--- src/rtl/pipe_stage_skid.sv ---
// rtl/pipe_stage_skid.sv - pipeline register with two-entry skid buffer, flush and bubble control masking
// in_ready comes straight from the skid valid register, so there is no combinational path from out_ready.

module pipe_stage_skid #(
  parameter int DATA_W      = 32,
  parameter int CTRL_W      = 16,
  parameter bit BUBBLE_ZERO = 1'b1
) (
  input  logic              clk,
  input  logic              rst,
  input  logic              flush,
  input  logic              in_valid,
  output logic              in_ready,
  input  logic [DATA_W-1:0] in_data,
  input  logic [CTRL_W-1:0] in_ctrl,
  output logic              out_valid,
  input  logic              out_ready,
  output logic [DATA_W-1:0] out_data,
  output logic [CTRL_W-1:0] out_ctrl,
  output logic [1:0]        occupancy
);

  logic              main_valid_q, main_valid_d;
  logic              skid_valid_q, skid_valid_d;
  logic [DATA_W-1:0] main_data_q,  main_data_d;
  logic [CTRL_W-1:0] main_ctrl_q,  main_ctrl_d;
  logic [DATA_W-1:0] skid_data_q,  skid_data_d;
  logic [CTRL_W-1:0] skid_ctrl_q,  skid_ctrl_d;

  logic accept;
  logic emit;

  assign in_ready = ~skid_valid_q;
  assign accept   = in_valid & ~skid_valid_q;
  assign emit     = main_valid_q & out_ready;

  always_comb begin
    main_valid_d = main_valid_q;
    skid_valid_d = skid_valid_q;
    main_data_d  = main_data_q;
    main_ctrl_d  = main_ctrl_q;
    skid_data_d  = skid_data_q;
    skid_ctrl_d  = skid_ctrl_q;
    if (flush) begin
      // Payloads are left in place; only the valid bits are squashed.
      main_valid_d = 1'b0;
      skid_valid_d = 1'b0;
    end else begin
      case ({main_valid_q, skid_valid_q})
        2'b00: begin
          if (accept) begin
            main_valid_d = 1'b1;
            main_data_d  = in_data;
            main_ctrl_d  = in_ctrl;
          end
        end
        2'b10: begin
          if (accept && emit) begin
            main_data_d = in_data;
            main_ctrl_d = in_ctrl;
          end else if (accept) begin
            skid_valid_d = 1'b1;
            skid_data_d  = in_data;
            skid_ctrl_d  = in_ctrl;
          end else if (emit) begin
            main_valid_d = 1'b0;
          end
        end
        2'b11: begin
          if (emit) begin
            skid_valid_d = 1'b0;
            main_data_d  = skid_data_q;
            main_ctrl_d  = skid_ctrl_q;
          end
        end
        default: begin
          // Unreachable skid-only encoding: fall back to empty.
          main_valid_d = 1'b0;
          skid_valid_d = 1'b0;
        end
      endcase
    end
  end

  always_ff @(posedge clk) begin
    if (rst) begin
      main_valid_q <= 1'b0;
      skid_valid_q <= 1'b0;
      main_data_q  <= '0;
      main_ctrl_q  <= '0;
      skid_data_q  <= '0;
      skid_ctrl_q  <= '0;
    end else begin
      main_valid_q <= main_valid_d;
      skid_valid_q <= skid_valid_d;
      main_data_q  <= main_data_d;
      main_ctrl_q  <= main_ctrl_d;
      skid_data_q  <= skid_data_d;
      skid_ctrl_q  <= skid_ctrl_d;
    end
  end

  assign out_valid = main_valid_q;
  assign out_data  = main_data_q;
  assign out_ctrl  = (BUBBLE_ZERO && !main_valid_q) ? '0 : main_ctrl_q;
  assign occupancy = {1'b0, main_valid_q} + {1'b0, skid_valid_q};

endmodule

--- config.mk ---
export PLATFORM = sky130hd
export DESIGN_NAME = pipe_stage_skid
export DESIGN_NICKNAME = d
export VERILOG_FILES = /design/src/rtl/pipe_stage_skid.sv
export SDC_FILE = /design/constraint.sdc
export NUM_CORES = 1
export LEC_CHECK = 0
export CORE_MARGIN = 1.5
export CORE_UTILIZATION = 49
export CTS_CLUSTER_DIAMETER = 200
export DETAILED_ROUTE_END_ITERATION = 10
export HOLD_SLACK_MARGIN = 0.03
export MAX_ROUTING_LAYER = met4
export PLACE_DENSITY = 0.79
export SETUP_SLACK_MARGIN = 0.5
export SYNTH_ARGS = -nofsm -noshare
export SYNTH_HDL_FRONTEND = slang
export SYNTH_SLANG_ARGS = --single-unit
--- constraint.sdc ---
create_clock -name clk -period 2.6 [get_ports clk]
set_input_delay 0.26 -clock clk [delete_from_list [all_inputs] [get_ports clk]]
set_output_delay 0.26 -clock clk [all_outputs]
set_load 0.01 [all_outputs]
# Yosys cells after proc, flatten, opt, wreduce, memory -nomap -nowiden
# Cells that the tools add are included.
[classes]
reduce_logical = 8
add_sub_neg = 1
n_eq_ne = 9
mux = 16
bitwise = 7
[op_table]
columns = ["cell", "n"]
rows = [
  ["$mux 32", 3],
  ["$pmux 32 s3", 1],
  ["$mux 16", 4],
  ["$pmux 16 s3", 1],
  ["$ne 2x2->1 const B", 7],
  ["$reduce_and 5->1", 2],
  ["$reduce_and 4->1", 2],
  ["$pmux 1 s3", 2],
  ["$mux 1", 5],
  ["$not 1->1", 5],
  ["$eq 2x2->1 const B", 2],
  ["$reduce_bool 3->1", 1],
  ["$add 1x1->2", 1],
  ["$and 1x1->1", 2],
  ["$logic_not 2->1", 1],
  ["$reduce_or 2->1", 1],
  ["$logic_and 1x1->1", 1],
]
[word_totals]
inputBits = 53
reg_bits = 98
out_inout_bits = 52

# Depth between registers and ports, before layout
# Gate-level depths: netlist (run 1).
[depth]
depth_word = 5
ltp_mapped = 10
depth_no_buf = 6

# Worst setup path before layout (run 1)
# No wires, ideal clock.
[synth_timing]
path_type = "register to register"
startpoint = "reg main_valid_q, in the netlist out_valid"
endpoint = "reg main_ctrl_q[3]"
setup_slack_ns = 0.402
arrival_time_ns = 2.083
period_less_slack_ns = 2.198
n_path_buf = 4
stages_incl_launch_ff = 11
setup_time_ns = 0.115
t_required_ns = 2.485
cell_sequence = "dfxtp_1 buf_2 clkbuf_1 inv_1 ha_1 or2_1 a221oi_2 buf_2 buf_2 a21oi_1 o21a_1"
[synth_between]
elab_chain_cells = 4
[synth_rtl]
columns = ["item", "line_no", "rtl"]
rows = [
  ["from (decl)", "23", "logic main_valid_q, main_valid_d;"],
  ["from (signal assigned)", "94", "main_valid_q <= main_valid_d;"],
  ["$and 1x1->1", "35", "assign emit = main_valid_q & out_ready;"],
  ["$logic_and 1x1->1", "58", "if (accept && emit) begin"],
  ["$ne 2x2->1 (no source line)", "--", ""],
  ["$reduce_and 5->1 (no source line)", "--", ""],
  ["to (signal assigned)", "97", "main_ctrl_q <= main_ctrl_d;"],
  ["to (decl)", "26", "logic [CTRL_W-1:0] main_ctrl_q, main_ctrl_d;"],
]
# Parallel ways exist; a longest one is shown, timed or not.
# A chain may end at the register's enable or synchronous reset.

# Worst setup path in the final report (run 1)
[layout_timing]
startpoint = "reg main_valid_q, in the netlist out_valid"
endpoint = "out occupancy[0]"
[layout_between]
elab_chain_cells = 1
[layout_rtl]
columns = ["item", "line_no", "rtl"]
rows = [
  ["$add 1x1->2", "106", "assign occupancy = {1'b0, main_valid_q} + {1'b0, skid_valid_q};"],
  ["to (decl)", "20", "output logic [1:0] occupancy"],
]
# No other way between the ends.

==> impl_results.md, run 1 <==
* Run status: completed
* Minimum clock period at 1.99 ns
* Post-Place Worst Slack at 0.501 ns
* Min-delay worst type: input pin to register
* Drt total wl at 11000 um
* Gpl congestion at 0.760
* Clk slew on worst S/H paths at 0.10 ns
* CTS max path bufs at 2
* Nature of the critical path startpoint: register
* Post-CTS Hold Buffers at 0
* P_leak at 1.90 nW
* Nets at 666
* Die Height at 96.2 um
* Ys Warns at 0
* GRT Total Usage at 25.2%
* Die Area at 9260 sq um
* Fin area at 5640 sq um
* Setup Viol. Count Final at 0
* TritonCTS clock tree: built
* Max-slew headroom at 53.3%
* Synthesis-stage register bit count at 98
* Syn-to-layout area delta at 32.4%
* Ys async rst share at 0%
* Max Cap Viol at 0
* RSZ-0062 raised after global routing: no
* Synthesized area at 4260 sq um
* Port-buffer cells at 104
* IO Count at 105
* Busiest layer in global routing: met2
* Met3 usage at 4.82%
* Post-DRT Antenna Nets at 0
* Gr ovfl total at 0
* Rows at 33
* Avg WL per Cell at 15.3 um
* Synth Instances at 522
* DR pass1 iterations at 5
* Slew @ Worst Pin at 0.701 ns
* Pwr dens at 551 nW/um^2
* Antenna diodes at 0
* WP data required at 2.34 ns
* EDFF count, synth at 0
* Vias in the first global route at 3850
* Clock sink count at 98
* Reg2Reg Depth at 6
* Largest net degree at the start of global routing at 61
* 1st-iter DRT viols at 212
* Placed inst area at 5370 sq um
* Initial antenna violation count at 0
* Crit path DAT at 1.73 ns
* Post-synthesis sequential area ratio at 46.1%
* Final Hold Viols at 0
* Global-route wire length before repair at 17800 um
* Final-layout fill cell count at 681
* Drc violations at 0
* Fmax at 0.503 GHz
* CP Class: register to output pin
* Met1 global-route usage at 30.2%
* H-tree Lvls at 3
* Fin util at 67.9%
* Period utilisation layout at 76.5%
* Post-detail-place hpwl at 7160 um
* Final setup margin at 0.612 ns
* Mapped Nets at 579
* WHS Path Cells at 2
* Core ar. at 8300 sq um
* Total CTS buffers at 9
* Distinct cell type count after synthesis at 24
* TNS Setup at 0 ns
* Fin Hold WS at 0.452 ns
* Ys flop type: dfxtp_1
* Die width at 96.2 um
* CTS root buf: clkbuf_8
* CP Capture Type: output pin
* Routed vias at 3992
* Highest ir drop seen on vdd at 378 uV
* Worst-skew pair later-pin latency at 0.36 ns
* DR vias/cell at 5.55
* CP Max Fanout at 13
* Layout cells sized above 1 at 7.33%
* Mapped Avg Cell Area at 8.16 sq um
* Initial Util at 51.3%
* Final Max Tran Viols at 0
* Grt met2 use at 42.1%
* Clock Skews at 0.0109 ns
-- registers in the layout, indices dropped and copies added (netlist names) --
signal / flops
main_ctrl_q: 16
out_data: 32
out_valid: 1
skid_ctrl_q: 16
skid_data_q: 32
skid_valid_q: 1
-- cells by family after synthesis --
family | synth area share, %
AOI/OAI and AO/OA | 28.2
adders and majority gates | 1.18
and+or+nand+nor | 19.4
DFF | 46.1
buffers and inverters | 5.20
-- area by class of cell --
| type | count | area [sq um] | area share [%] |
|---|---|---|---|
| clock buffer | 10 | 138 | 2.44 |
| clock inverter | 6 | 72.6 | 1.29 |
| inverter | 2 | 7.51 | 0.133 |
| multi-input combinational | 373 | 2110 | 37.4 |
| sequential | 98 | 1970 | 34.9 |
| tap | 105 | 131 | 2.33 |
| timing repair buffer | 125 | 1210 | 21.5 |
-- layout by cell type (no fill, tap or decap), types with 2 or more instances in the layout --
master	count
clkdlybuf4s50_1	103
nor2_1	2
clkinv_4	2
nand2_1	96
a21oi_1	97
inv_6	2
nand2b_1	49
o22ai_1	48
buf_6	2
clkbuf_8	10
inv_1	2
and2_1	16
nand4b_1	2
o21a_1	48
buf_4	18
ha_1	3
dfxtp_1	96
-- report_power, final --
group          total (mW)  leakage [nW]  switching, mW  internal, mW
clock                1.03         0.103          0.544         0.481
sequential           1.62         0.801         0.0422          1.58
combinational       0.467         0.997          0.210         0.257
-- final timing paths --
kind,start,end,slack (ns)
hold / removal,rst,skid_data_q[9],0.45
hold reg to reg,skid_data_q[2],skid_data_q[2],0.45
setup reg to reg,out_valid,out_data[4],0.67
setup / recovery,out_valid,occupancy[0],0.61
-- metal layers --
layer  wire [um]  vias up
li1            -     1973
met1        4870     1893
met2        5360      114
met3         585       12
met4         171        0
met5           0        -
-- through the flow --
step	cells	total power [mW]
finish	719	3.11
global route	719	3.23
CTS	713	3.12
detailed placement	696	2.11
global placement	696	2.10
floorplan	522	1.87
-- Yosys cell counts, types with 2 or more instances --
master / n / area, sq um
o21a_1: 48 / 360
buf_2: 15 / 75.1
inv_1: 2 / 7.51
nor2_1: 2 / 7.51
buf_4: 3 / 22.5
a21oi_1: 97 / 485
and2_1: 16 / 100
nand2_1: 97 / 364
ha_1: 4 / 50.1
nand4b_1: 2 / 17.5
o22ai_1: 48 / 300
clkbuf_1: 31 / 116
dfxtp_1: 98 / 1960
nand2b_1: 49 / 307
-- worst max-delay path, stage by stage (launching register included) --
cell	delay, ns
dfxtp_4	0.44
inv_1	0.09
ha_1	0.28
clkdlybuf4s50_1	0.56
-- timing repair --
action	4_1_cts	5_1_grt
buffers inserted	1	6
resized for setup	2	1
pin swaps	1	1
endpoints found under the setup margin	10	27
Note: power is estimated with default switching activity, not from simulation.
==> run 2: changes to the inputs <==
--- a/config.mk
+++ b/config.mk
@@ -6,12 +6,12 @@
 export NUM_CORES = 1
 export LEC_CHECK = 0
 export CORE_MARGIN = 1.5
-export CORE_UTILIZATION = 49
+export CORE_UTILIZATION = 44
 export CTS_CLUSTER_DIAMETER = 200
 export DETAILED_ROUTE_END_ITERATION = 10
 export HOLD_SLACK_MARGIN = 0.03
 export MAX_ROUTING_LAYER = met4
-export PLACE_DENSITY = 0.79
+export PLACE_DENSITY = 0.75
 export SETUP_SLACK_MARGIN = 0.5
 export SYNTH_ARGS = -nofsm -noshare
 export SYNTH_HDL_FRONTEND = slang
==> constraint.sdc (replaced) <==
create_clock -name clk -period 1.6 [get_ports clk]
set_input_delay 0.16 -clock clk [delete_from_list [all_inputs] [get_ports clk]]
set_output_delay 0.16 -clock clk [all_outputs]
set_load 0.01 [all_outputs]
==> run 2 against run 1 <==
  * The run now ends with setup timing left
  * Hold slack worse by 0.18 ns
  * Setup slack got worse by 0.77 ns
  * Via count is 1.9% higher
  * Clock power up 65%
  * Critical endpoint is now main_ctrl_q[7]
  * Largest power group unchanged
==> impl_results.md, run 2 (synthesis gave the netlist of run 1 again) <==
* Core ar. at 9330 sq um
* GRT Total Usage at 22.5%
* Gr ovfl total at 0
* CP Capture Type: register
* Final setup margin at -0.155 ns
* WP data required at 1.87 ns
* Die Area at 10300 sq um
* Global-route wire length before repair at 17900 um
* Run status: finished with violations
* Layout cells sized above 1 at 21.0%
* Crit path DAT at 2.02 ns
* Final Non-Filler Cells at 761
* CTS root buf: clkbuf_8
* Min-delay worst type: input pin to register
* Minimum clock period at 1.76 ns
* Clock Skews at 0.0126 ns
* Vias in the first global route at 3871
* Final-layout fill cell count at 766
* Commonest non-fill, non-tap cell in the layout: nand2_1
* Delay-heaviest family, CP: buffers and inverters
* CTS max path bufs at 2
* Clk slew on worst S/H paths at 0.10 ns
* Worst-skew pair later-pin latency at 0.37 ns
* Most frequent cells in the layout: nand2_1, a21oi_1, dfxtp_1, clkdlybuf4s50_1, nand2b_1
* Rows at 35
* Avg WL per Cell at 15.0 um
* CP Cell Sequence: inv_4, ha_4, or2_4, a221oi_4, buf_4, buf_8, clkbuf_16, a21oi_1, o21a_1
* Initial Util at 45.6%
* Violated checks: setup timing
* Gpl congestion at 0.806
* H-tree Lvls at 3
* Initial antenna violation count at 0
* Post-DRT Antenna Nets at 0
* Final Hold Viols at 0
* Setup Viol. Count Final at 50
* Slew @ Worst Pin at 0.536 ns
* Highest ir drop seen on vdd at 648 uV
* CP max stage delay at 0.38 ns
* Drc violations at 0
* Fin area at 6020 sq um
* Port-buffer cells at 104
* Routed vias at 4069
* Clock sink count at 98
* Placed inst area at 5600 sq um
* Total CTS buffers at 9
* CP Class: register to register
* Fmax at 0.570 GHz
* Pwr Total at 5.15 mW
* CP Max Fanout at 6
* Slowest-stage cell, CP: dfxtp_4
* Max Cap Viol at 0
* Drt total wl at 11400 um
* Largest net degree at the start of global routing at 47
* Die width at 101 um
* Bufs and invs on worst path at 4
* Post-Place Worst Slack at -0.232 ns
* Die Height at 101 um
* Nature of the critical path startpoint: register
* Post-placement cell count at 737
* Period utilisation layout at 110%
* Max-slew headroom at 64.3%
* DR pass1 iterations at 4
* DR vias/cell at 5.35
* P_leak at 2.30 nW
* Post-CTS Hold Buffers at 0
* Syn-to-layout area delta at 41.5%
* Fin util at 64.6%
* Final Max Tran Viols at 0
* RSZ-0062 raised after global routing: yes
* IO Count at 105
* Pwr dens at 856 nW/um^2
* 1st-iter DRT viols at 151
* Post-detail-place hpwl at 7440 um
* TritonCTS clock tree: built
* Nets at 684
* Antenna diodes at 0
## run 2: changes by cell type in the layout (fill, tap and decap cells not counted), sizes merged
cell,previous run,this run
clkdlybuf4s15,0,18
clkdlybuf4s50,103,51
buf,22,57
clkinv,2,3
clkbuf,10,15
dlymetal6s2s,0,13
inv,4,3
clkinvlp,1,0
## run 2: timing repair
item | CTS | global route
gates cloned | 0 | 3
buffers inserted | 1 | 4
endpoints found under the setup margin | 150 | 149
pin swaps | 1 | 0
gates resized for setup | 125 | 77
## run 2: through the flow
stage                     setup TNS, ns  hold slack [ns]
after detailed placement         -13.08            0.435
final                             -5.97            0.275
after global placement            -9.46            0.430
after CTS                         -4.84            0.236
after global routing             -11.55            0.274
after floorplan                  -12.50            0.239
## run 2: power by group
| part | switching (mW) | internal (mW) | total (mW) |
|---|---|---|---|
| registers | 0.0613 | 2.56 | 2.63 |
| logic | 0.382 | 0.452 | 0.834 |
| clock network | 0.877 | 0.818 | 1.70 |
| total | 1.32 | 3.83 | 5.15 |
## run 2: per-layer routing
| layer | GRT usage [%] | up-vias | share of wire, % |
|---|---|---|---|
| li1 | - | 2011 | - |
| met1 | 28.0 | 1906 | 46 |
| met2 | 36.3 | 133 | 47 |
| met3 | 4.49 | 19 | 5.5 |
| met4 | 8.44 | 0 | 1.5 |
| met5 | - | - | 0 |
## run 2: layout make-up
class	instances	area (sq um)	share of cell area, %
clock inverters	5	61.3	1.02
clock buffers	11	151	2.51
well taps	129	161	2.68
multi-input cells	373	2180	36.2
flip-flops and latches	98	1990	33.0
repair buffers	143	1470	24.4
inverters	2	10.0	0.166
## run 2: final timing paths
| check | startpoint | endpoint | slack [ns] | depth (start not counted) |
|---|---|---|---|---|
| worst min register to register | skid_data_q[26] | skid_data_q[26] | 0.45 | 2 |
| worst max register to register | out_valid | main_ctrl_q[7] | -0.16 | 9 |
| worst max-delay path | out_valid | main_ctrl_q[7] | -0.16 | 9 |
| worst min-delay path | rst | skid_data_q[31] | 0.28 | 2 |
## run 2: worst register-to-register path, stage by stage, from the launching register on
cell       delay [ns]
dfxtp_4          0.38
inv_4            0.04
ha_4             0.14
or2_4            0.24
a221oi_4         0.22
buf_4            0.16
buf_8            0.12
clkbuf_16        0.16
a21oi_1          0.07
o21a_1           0.12
